## config.mk

```make
export PLATFORM = sky130hd
export DESIGN_NAME = seq_shifter
export DESIGN_NICKNAME = d
export VERILOG_FILES = /design/src/rtl/seq_shifter_pkg.sv /design/src/rtl/seq_shifter_shift_step.sv /design/src/rtl/seq_shifter.sv
export SDC_FILE = /design/constraint.sdc
export NUM_CORES = 1
export LEC_CHECK = 0
export BUFFER_PORTS_ARGS = -buffer_cell sky130_fd_sc_hd__buf_2
export CAP_MARGIN = 25
export CORE_MARGIN = 2
export CORE_UTILIZATION = 30
export DETAILED_ROUTE_END_ITERATION = 10
export PLACE_DENSITY_LB_ADDON = 0.05
export REMOVE_ABC_BUFFERS = 1
export SLEW_MARGIN = 0
export SYNTH_ARGS = -nofsm -noshare
export SYNTH_HDL_FRONTEND = slang
export SYNTH_SLANG_ARGS = --single-unit
```

## constraint.sdc

```tcl
create_clock -name clk -period 2.33 [get_ports clk]
set_clock_uncertainty 0.2 [all_clocks]
set_input_delay 0.233 -clock clk [delete_from_list [all_inputs] [get_ports clk]]
set_output_delay 0.233 -clock clk [all_outputs]
set_load 0.02 [all_outputs]
```

## src/rtl/seq_shifter_pkg.sv

```systemverilog
// rtl/seq_shifter_pkg.sv - shared width, op encodings and FSM states for seq_shifter
package seq_shifter_pkg;

    localparam int WIDTH = 16;

    localparam logic [1:0] OP_ROR = 2'b00;
    localparam logic [1:0] OP_SRL = 2'b01;
    localparam logic [1:0] OP_SRA = 2'b10;
    localparam logic [1:0] OP_ROL = 2'b11;

    typedef enum logic [1:0] {
        ST_IDLE  = 2'b00,
        ST_SHIFT = 2'b01,
        ST_DONE  = 2'b10
    } state_t;

endpackage

```

## src/rtl/seq_shifter_shift_step.sv

```systemverilog
// rtl/seq_shifter_shift_step.sv - combinational one-position shift/rotate of a 16-bit word
module shift_step
    import seq_shifter_pkg::*;
(
    input  logic [WIDTH-1:0] din,
    input  logic [1:0]       op,
    output logic [WIDTH-1:0] dout
);

    always_comb begin
        dout = din;
        case (op)
            OP_ROR:  dout = {din[0], din[WIDTH-1:1]};
            OP_SRL:  dout = {1'b0, din[WIDTH-1:1]};
            // sign taken from the value entering this step so it keeps propagating
            OP_SRA:  dout = {din[WIDTH-1], din[WIDTH-1:1]};
            OP_ROL:  dout = {din[WIDTH-2:0], din[WIDTH-1]};
            default: dout = din;
        endcase
    end

endmodule

```

## src/rtl/seq_shifter.sv

```systemverilog
// rtl/seq_shifter.sv - multi-cycle 16-bit shift/rotate unit with start/done handshake
// Optional two-positions-per-cycle stepping under SEQ_SHIFTER_RADIX4_EN.
module seq_shifter
    import seq_shifter_pkg::*;
(
    input  logic             clk,
    input  logic             rst_n,
    input  logic             start,
    input  logic [WIDTH-1:0] In,
    input  logic [3:0]       Cnt,
    input  logic [1:0]       Op,
    output logic             busy,
    output logic             done,
    output logic [WIDTH-1:0] Out
);

    state_t           state;
    logic [WIDTH-1:0] work;
    logic [3:0]       rem;
    logic [1:0]       op_q;

    logic [WIDTH-1:0] step1;
    logic [WIDTH-1:0] next_work;
    logic [3:0]       dec;
    logic [3:0]       rem_next;

    shift_step u_step1 (
        .din  (work),
        .op   (op_q),
        .dout (step1)
    );

`ifdef SEQ_SHIFTER_RADIX4_EN
    logic [WIDTH-1:0] step2;

    shift_step u_step2 (
        .din  (step1),
        .op   (op_q),
        .dout (step2)
    );

    // a single remaining position must not be over-shifted by the second stage
    assign next_work = (rem >= 4'd2) ? step2 : step1;
    assign dec       = (rem >= 4'd2) ? 4'd2 : 4'd1;
`else
    assign next_work = step1;
    assign dec       = 4'd1;
`endif

    assign rem_next = rem - dec;

    always_ff @(posedge clk or negedge rst_n) begin
        if (!rst_n) begin
            state <= ST_IDLE;
            work  <= '0;
            rem   <= '0;
            op_q  <= OP_ROR;
        end else begin
            case (state)
                ST_SHIFT: begin
                    work <= next_work;
                    rem  <= rem_next;
                    if (rem_next == 4'd0)
                        state <= ST_DONE;
                end
                default: begin
                    if (start) begin
                        work  <= In;
                        rem   <= Cnt;
                        op_q  <= Op;
                        state <= (Cnt == 4'd0) ? ST_DONE : ST_SHIFT;
                    end else begin
                        state <= ST_IDLE;
                    end
                end
            endcase
        end
    end

    assign busy = (state == ST_SHIFT);
    assign done = (state == ST_DONE);
    assign Out  = work;

endmodule
```

==> metrics, run 1 <==
final worst slack 439 ps; final hold vios 0; Synth Instances 133; TritonCTS buffer count 3; IO buf count 42; # fillers 465; CP startpoint kind flip-flop; HP Class in2reg; aggregate global routing overflow 0; Core Util, Final 0.386; Crit. End Element output pin; pre-CTS setup slack 593 ps; Initial DRC Count 41; sw frac 0.452; worst vdd ir 0.000519 V; CTS tree built; Area contributors post-synth dfrtp_1 43%, mux2i_1 12%, a211oi_1 8.1%; Via density 5.37; sequential share of power 0.342; crit-path cells nand2b_4, inv_1, buf_2; fin crit share 0.812; Slew @ Worst Pin 559 ps; Die Span Y 72.3 µm; status completed; core area 4410 µm²; sw power 0.00119 W; fin. max-slew vios 0; CP required 1900 ps; critical path data arrival time 1460 ps; FF+latch count, synth 24; die width 72.3 µm; Post-synth EDFFs 0; std cell rows 24; Syn-to-layout area delta 21.7%; final WL 3540 µm; Total Routing Usage GR 0.144; M1 WL 1620 µm; max_slew headroom 0.628; Comb pwr share 0.516; CP delay by family, top buffers and inverters; Post-synth top flop dfrtp_1; post-synth top area share 0.429; RSZ-0062 raised after global routing false; clk slew on worst S/H paths 90 ps; pwr dens 1540 nW/µm²; n_diodes 0; sequential fraction of the synthesis area 0.429; Critical Path Max Stage Delay 400 ps; CP Buf/Inv Count 2; DRT Pass-1 Iters 4; Post-Synthesis Cell Area 1400 µm²; multi-input gate area in the final layout 709 µm²; clock network power share 0.142; metal3 WL 124 µm; dpl hpwl 2460 µm; Final ANT Viol Nets 0; maxcap violations 0; H-tree Lvls 1; CTS Buffer Depth 2; drc violations 0; DR WL/cell 15.8 µm; total number of yosys warnings 0; Sinks on Clock Net 24; Pleak 0.851 nW; vias in the first global route 1261; critical path type reg2out; final worst path period need 1890 ps; die footprint 5230 µm²; initial antenna violation count 0; Vias 1202; final setup vio count 0; # nets final 200; worst-path fanout max 39; CP max stage cell dfrtp_1; Post-Route Setup TNS 0 ps; ys async rst share 1.00; # IOs 43; Int Pwr 0.00143 W; pin count of the biggest net entering global routing 40; syn_area_per_cell 10.5 µm²; Clk Tree Root Cell clkbuf_8; clk_lat worst skew 270 ps; register area 601 µm²; initial core utilization 0.317; wire length on met2 1750 µm; first-pass GRT wire length 5990 µm; placer congestion estimate 0.746; Cell variety after synth 31; highest metal used met4; max frequency 0.529 GHz; share of cells above drive strength 1 0.314; leading area contributor after synthesis dfrtp_1
==> per-stage QoR <==
step	power [W]	area, µm²	cells	hold WS (ps)
after detailed placement	0.00226	1610	218	69.2
after floorplan	0.00180	1320	122	-263
after CTS	0.00264	1700	224	9.39
final	0.00262	1700	224	10.8
after global routing	0.00284	1700	224	15.0
after global placement	0.00225	1610	218	70.0
==> sequential cells by signal (all words and copies together) (netlist names) <==
name,cells
rem,4
state,2
Out,16
op_q,2
==> power groups by stage <==
stage / clock [W] / sequential, W / combinational, W
2_1_floorplan: 0 / 0.00103 / 0.000773
3_3_place_gp: 0 / 0.000900 / 0.00135
3_5_place_dp: 0 / 0.000904 / 0.00135
4_1_cts: 0.000383 / 0.000894 / 0.00137
5_1_grt: 0.000394 / 0.000933 / 0.00152
6_report: 0.000371 / 0.000897 / 0.00135
==> area by class of cell <==
cell class              count  area share
clock buffers               3      0.0242
clock inverters             1      0.0176
repair buffers             46       0.144
well taps                  52      0.0382
inverters                   3     0.00661
flip-flops and latches     24       0.353
multi-input cells          95       0.417
==> metal layers <==
| layer | GRT usage | vias up |
|---|---|---|
| li1 | - | 581 |
| met1 | 0.185 | 595 |
| met2 | 0.249 | 22 |
| met3 | 0.0194 | 4 |
| met4 | 0.0461 | 0 |
| met5 | 0 | - |
==> cells in the mapped netlist (3+ instances only) <==
library cell  count
dfrtp_1          24
a21oi_1          18
mux2i_1          17
a211oi_1         15
and3_1           15
buf_2             5
nand2_1           4
buf_6             3
inv_1             3
o211a_1           3
==> path summary, 6_finish.rpt <==
| path | from | endpoint | slack [ps] | cells past startpoint |
|---|---|---|---|---|
| worst max-delay path | state[1] | busy | 440 | 3 |
| worst min-delay path | Op[0] | op_q[0] | 10 | 2 |
| worst max register to register | op_q[0] | Out[5] | 550 | 3 |
| worst min register to register | rem[0] | rem[0] | 340 | 1 |
| max in group asynchronous | rst_n | Out[3] | 1270 | 2 |
| min in group asynchronous | rst_n | state[0] | 290 | 2 |
==> cells in the final DEF, fill, tap and decap left out, types with 2 or more instances in the layout <==
cell and n:
and3_1 15, mux2_2 2, buf_4 2, nand3_1 2
ha_1 2, buf_2 42, dfrtp_1 24, nor4_1 2
a211oi_1 15, dlygate4sd3_1 2, a21oi_1 18, mux2i_1 17
clkbuf_8 3, nand2_1 4, o211a_1 3, inv_1 3
==> timing repair <==
| action | in CTS | in global routing |
|---|---|---|
| hold endpoints to repair | 25 | 0 |
| setup buffers | 0 | 0 |
| gates resized for setup | 0 | 0 |
| hold buffers | 2 | 0 |
| endpoints found under the setup margin | 0 | 0 |
==> logic make-up after synthesis <==
| logic type | share of synthesized area |
|---|---|
| XOR/XNOR | 0.00626 |
| AND/OR/NAND/NOR | 0.122 |
| AO/OA/AOI/OAI | 0.213 |
| adder cells (fa/ha/maj) | 0.0179 |
| flip-flops | 0.429 |
| buffers and inverters | 0.0635 |
| multiplexers | 0.148 |
(Power assumes the default switching activity.)
==> run 2, diff against run 1 <==
==> constraint.sdc (replaced) <==
create_clock -name clk -period 1.9 [get_ports clk]
set_clock_uncertainty 0.2 [all_clocks]
set_input_delay 0.19 -clock clk [delete_from_list [all_inputs] [get_ports clk]]
set_output_delay 0.19 -clock clk [all_outputs]
set_load 0.02 [all_outputs]
==> run 2 against run 1 <==
  * Final cell count is 2.2% higher
  * Flip-flop and latch count stayed put
  * Die area stayed put
  * Clock power is 5% lower
  * Highest routed layer unchanged
  * First-iteration DRC count is 51% higher
  * Core utilization is 0.60 points higher
  * Register-to-register slack worse by 250 ps
  * Worst hold slack better by 12 ps
  * Global-route usage is 0.18 points higher
  * Combinational power is 24% higher
  * Sequential share of layout area is 0.54 points lower
  * Count of clock-buffer cells in the layout is 1 higher
==> metrics, run 2 (synthesis results as in run 1) <==
CP delay by family, top flip-flops; DR WL/cell 15.7 µm (-0.61%); final worst path period need 1680 ps; Initial DRC Count 62 (+51%); Int Pwr 0.00169 W (+18%); die width 72.3 µm (unchanged); Comb pwr share 0.534 (+0.018); Final Non-Filler Cells 229 (+2.2%); share of cells above drive strength 1 0.322 (+0.00808); CP required 1510 ps (-390 ps); crit path from state[1]; sw power 0.00145 W (+22%); hold buffer count at cts 4 (+2); sw frac 0.461 (+0.00834); fin crit share 0.883; Clk Tree Root Cell clkbuf_8; Total Routing Usage GR 0.145 (+0.00180); reg2reg end rem[2]; final worst slack 223 ps (-215 ps); commonest non-fill, non-tap cell in the layout buf_2; fin. max-slew vios 0 (unchanged); pre-CTS setup slack 325 ps (-268 ps); # IOs 43 (unchanged); Via density 5.21 (-2.8%); core area 4410 µm² (unchanged); DRT Pass-1 Iters 4 (unchanged); HP Start In[5]; maxcap violations 0 (unchanged); Slew @ Worst Pin 579 ps (+20.1 ps); Die Span Y 72.3 µm (unchanged); placer congestion estimate 0.773 (+3.7%); Crit. End Element output pin; pwr dens 1820 nW/µm² (+18%); max_slew headroom 0.614 (-0.0134); CP Buf/Inv Count 2 (unchanged); first-pass GRT wire length 6070 µm (+1.4%); clk slew on worst S/H paths 90 ps (about the same); Post-CTS Setup Inserts 0 (unchanged); HP Class in2reg; IO buf count 42 (unchanged); crit-path cells nand2b_4, inv_1, buf_2; Critical Path Max Stage Delay 390 ps (about the same); final WL 3600 µm (+1.6%); Final ANT Viol Nets 0 (unchanged); clk_lat worst skew 260 ps (about the same); FF-to-FF path depth 5 (+2); Sinks on Clock Net 24 (unchanged); n_diodes 0 (unchanged); status completed; Vias 1194 (-0.67%); RSZ-0062 raised after global routing false; max frequency 0.596 GHz; critical path type reg2out; r2r startpoint rem[0]; CP startpoint kind flip-flop; worst hold endpoint Out[5]; CTS Buffer Depth 2 (unchanged); # fillers 460 (-1.1%); sequential share of power 0.354 (+0.012); # nets final 205 (+2.5%); Placed Instances 221 (+1.4%); Power, Total 0.00314 W (+20%); H-tree Lvls 1 (unchanged); register area 601 µm² (unchanged); std cell rows 24 (unchanged); CP max stage cell dfrtp_1; pin count of the biggest net entering global routing 25 (-38%); dpl hpwl 2570 µm (+4.5%); FF-to-FF setup slack 300 ps (-250 ps); multi-input gate area in the final layout 709 µm² (unchanged); Post-CTS Resized 0 (unchanged); max reg flops 16 (unchanged); vias in the first global route 1218 (-3.4%); final hold vios 0 (unchanged); most frequent cells in the layout 42 x buf_2, 24 x dfrtp_1, 18 x a21oi_1; aggregate global routing overflow 0 (unchanged); WHS Path Cells 3 (+1); CTS tree built; worst-path fanout max 20 (-49%); Fin Hold WS 23.1 ps (+12.3 ps); die footprint 5230 µm² (unchanged); Pleak 0.867 nW (+1.9%); final setup vio count 0 (unchanged); worst vdd ir 0.000668 V (+29%); drc violations 0 (unchanged); clock network power share 0.112 (-0.030); initial core utilization 0.317 (unchanged); critical path data arrival time 1290 ps (-170 ps); TritonCTS buffer count 3 (unchanged); Post-Route Setup TNS 0 ps (unchanged); initial antenna violation count 0 (unchanged); Syn-to-layout area delta 23.6%
run 2: layer usage:
metal / vias to the layer above / share of wire / global-route usage
li1: 586 / - / -
met1: 581 / 0.48 / 0.199
met2: 23 / 0.47 / 0.235
met3: 4 / 0.043 / 0.0306
met4: 0 / 0.0089 / 0.0356
met5: - / 0 / 0
run 2: power groups by stage:
stage	registers, W	logic (W)	clock network, W
floorplan	0.00126	0.000948	0
global placement	0.00111	0.00168	0
global route	0.00116	0.00188	0.000384
detailed placement	0.00111	0.00169	0
finish	0.00111	0.00168	0.000352
CTS	0.00111	0.00170	0.000363
run 2: worst reg2reg max path: cells and delay by family (launching register included):
kind	cells	cell delay, ps
buffers and inverters	1	80
AO/OA/AOI/OAI	2	380
flip-flops	1	420
AND/OR/NAND/NOR	1	190
adder cells (fa/ha/maj)	1	230
run 2: how the worst max path moves through the flow:
stage / end / slack, ps / depth (start not counted)
CTS: busy / 210 / 3
finish: busy / 220 / 3
floorplan: rem[2] / 400 / 5
detailed placement: rem[2] / 330 / 5
global placement: rem[2] / 360 / 5
global route: busy / 120 / 3
run 2: cell type report:
cell class                      count  area share
Multi-Input combinational cell     95       0.410
Sequential cell                    24       0.347
Clock buffer                        4      0.0318
Timing Repair Buffer               51       0.166
Tap cell                           52      0.0376
Inverter                            3     0.00651
run 2: per-stage QoR:
step,util,area [µm²]
6_report,0.392,1730
5_1_grt,0.392,1730
4_1_cts,0.392,1730
3_5_place_dp,0.370,1630
3_3_place_gp,0.370,1630
2_1_floorplan,-,1320
==> run 3, diff against run 2 <==
--- a/config.mk
+++ b/config.mk
@@ -8,7 +8,8 @@
 export BUFFER_PORTS_ARGS = -buffer_cell sky130_fd_sc_hd__buf_2
 export CAP_MARGIN = 25
 export CORE_MARGIN = 2
-export CORE_UTILIZATION = 30
+export CORE_UTILIZATION = 50
+export CTS_CLUSTER_DIAMETER = 60
 export DETAILED_ROUTE_END_ITERATION = 10
 export PLACE_DENSITY_LB_ADDON = 0.05
 export REMOVE_ABC_BUFFERS = 1
==> run 3 against run 2 <==
  * Flip-flop and latch count is the same
  * Critical endpoint unchanged
  * Critical path type unchanged
  * Largest cell class unchanged
  * Wire length shrank 6.8%
  * Highest routed layer unchanged
  * Cell area grew 6.2%
==> metrics, run 3 (synthesis results as in run 1) <==
max reg flops 16 (unchanged); fin crit share 0.929 (+0.0464); worst vdd ir 0.00110 V (+65%); Final ANT Viol Nets 0 (unchanged); final worst slack 135 ps (-88.1 ps); final setup vio count 0 (unchanged); dpl hpwl 2240 µm (-13%); die width 56.9 µm (-21%); pin count of the biggest net entering global routing 25 (unchanged); DRT Pass-1 Iters 4 (unchanged); Slew @ Worst Pin 547 ps (-32.3 ps); Fin Hold WS 12.8 ps (-10.3 ps); # nets final 220 (+7.3%); die footprint 3240 µm² (-38%); placed standard-cell area 1600 µm² (-2.1%); aggregate global routing overflow 0 (unchanged); status completed; fin area 1840 µm² (+6.2%); pre-CTS setup slack 345 ps (+20.1 ps); r2r startpoint rem[0]; Vias 1278 (+7.0%); Comb pwr share 0.564 (+0.030); Pleak 0.921 nW (+6.3%); Post-CTS Setup Inserts 0 (unchanged); Critical Path Max Stage Delay 410 ps (+20 ps); maxcap violations 0 (unchanged); FF-to-FF path depth 5 (unchanged); max frequency 0.567 GHz (-5.0%); final hold vios 0 (unchanged); RSZ-0062 raised after global routing false; Die Span Y 56.9 µm (-21%); initial core utilization 0.516 (+0.199); DR WL/cell 15.0 µm (-4.3%); sw frac 0.463 (+0.00245); Sinks on Clock Net 24 (unchanged); WHS Path Cells 3 (unchanged); CTS Buffer Depth 2 (unchanged); worst-path fanout max 24 (+20%); sw power 0.00142 W (-1.8%); HP Start In[3]; initial antenna violation count 0 (unchanged); pwr dens 1670 nW/µm² (-8.1%); Via density 5.73 (+9.9%); CP delay by family, top flip-flops; share of cells above drive strength 1 0.292 (-0.0304); final worst path period need 1760 ps (+88.1 ps); Post-CTS Resized 0 (unchanged); n_diodes 0 (unchanged); clock network power share 0.089 (-0.023); H-tree Lvls 1 (unchanged); Crit. End Element output pin; Clk Tree Root Cell clkbuf_4; TritonCTS buffer count 3 (unchanged); critical path data arrival time 1370 ps (+80 ps); std cell rows 19 (-21%); Total Routing Usage GR 0.219 (+0.0740); core area 2710 µm² (-39%); Post-Route Setup TNS 0 ps (unchanged); reg2reg end rem[2]; first-pass GRT wire length 5610 µm (-7.6%); CP startpoint kind flip-flop; # IOs 43 (unchanged); placer congestion estimate 0.827 (+6.9%); vias in the first global route 1255 (+3.0%); Worst path depth 3 (unchanged); clk_lat worst skew 310 ps (+50 ps); CTS tree built; Int Pwr 0.00165 W (-2.8%); drc violations 0 (unchanged); clk slew on worst S/H paths 140 ps (+50 ps); IO buf count 42 (unchanged); commonest non-fill, non-tap cell in the layout buf_2; CP max stage cell dfrtp_1; Syn-to-layout area delta 31.3%; critical path type reg2out; most frequent cells in the layout 42 x buf_2, 24 x dfrtp_1, 20 x dlygate4sd3_1; fin. max-slew vios 0 (unchanged); sequential share of power 0.347 (-0.007); FF-to-FF setup slack 300 ps (about the same); worst hold endpoint Out[3]; max_slew headroom 0.636 (+0.0215); Initial DRC Count 45 (-27%); HP Class in2reg; crit-path cells nand2b_4, inv_1, buf_2; CP Buf/Inv Count 2 (unchanged); Core Util, Final 0.678 (+0.286); final WL 3350 µm (-6.8%); CP required 1510 ps (about the same)
-- run 3: changes by cell type in the layout (fill, tap and decap cells not counted), sizes merged --
| cell | before | now |
|---|---|---|
| dlygate4sd3 | 4 | 20 |
| buf | 47 | 46 |
-- run 3: per-layer routing --
layer | up-vias | wire length, µm | track usage
met4 | 0 | 30 | 0.0664
met2 | 48 | 1660 | 0.392
met1 | 600 | 1500 | 0.274
met3 | 6 | 164 | 0.0253
li1 | 624 | - | -
met5 | - | 0 | 0
-- run 3: power by group through the flow --
stage               clock [W]  sequential (W)  combinational, W
floorplan                   0         0.00126          0.000948
global placement            0         0.00106           0.00165
detailed placement          0         0.00107           0.00169
CTS                  0.000282         0.00106           0.00174
global route         0.000298         0.00111           0.00192
finish               0.000272         0.00107           0.00173
-- run 3: area by class of cell --
class                      count  area, µm²
clock buffer                   4       36.3
inverter                       3       11.3
tap                           31       38.8
timing repair buffer          66        440
sequential                    24        601
multi-input combinational     95        709
fill                         224        873
-- run 3: worst min-delay path: stages --
cell     delay [ps]
buf_2            80
mux2i_1          60
a21oi_1         150
-- run 3: per-stage QoR --
| stage | total power [W] | cells |
|---|---|---|
| after global placement | 0.00271 | 199 |
| after floorplan | 0.00221 | 122 |
| final | 0.00307 | 223 |
| after CTS | 0.00308 | 223 |
| after detailed placement | 0.00277 | 199 |
| after global routing | 0.00333 | 223 |
-- run 3: worst max path at each step --
stage,slack [ps],startpoint,to
final,140,state[1],busy
after global routing,20,state[1],busy
after CTS,120,state[1],busy
after global placement,370,rem[0],rem[2]
after floorplan,400,rem[0],rem[2]
after detailed placement,350,rem[0],rem[2]
-- run 3: timing repair --
action                                 in CTS  in global routing
hold buffers                               20                  0
setup endpoints to repair                   0                  0
endpoints found under the hold margin      42                  0
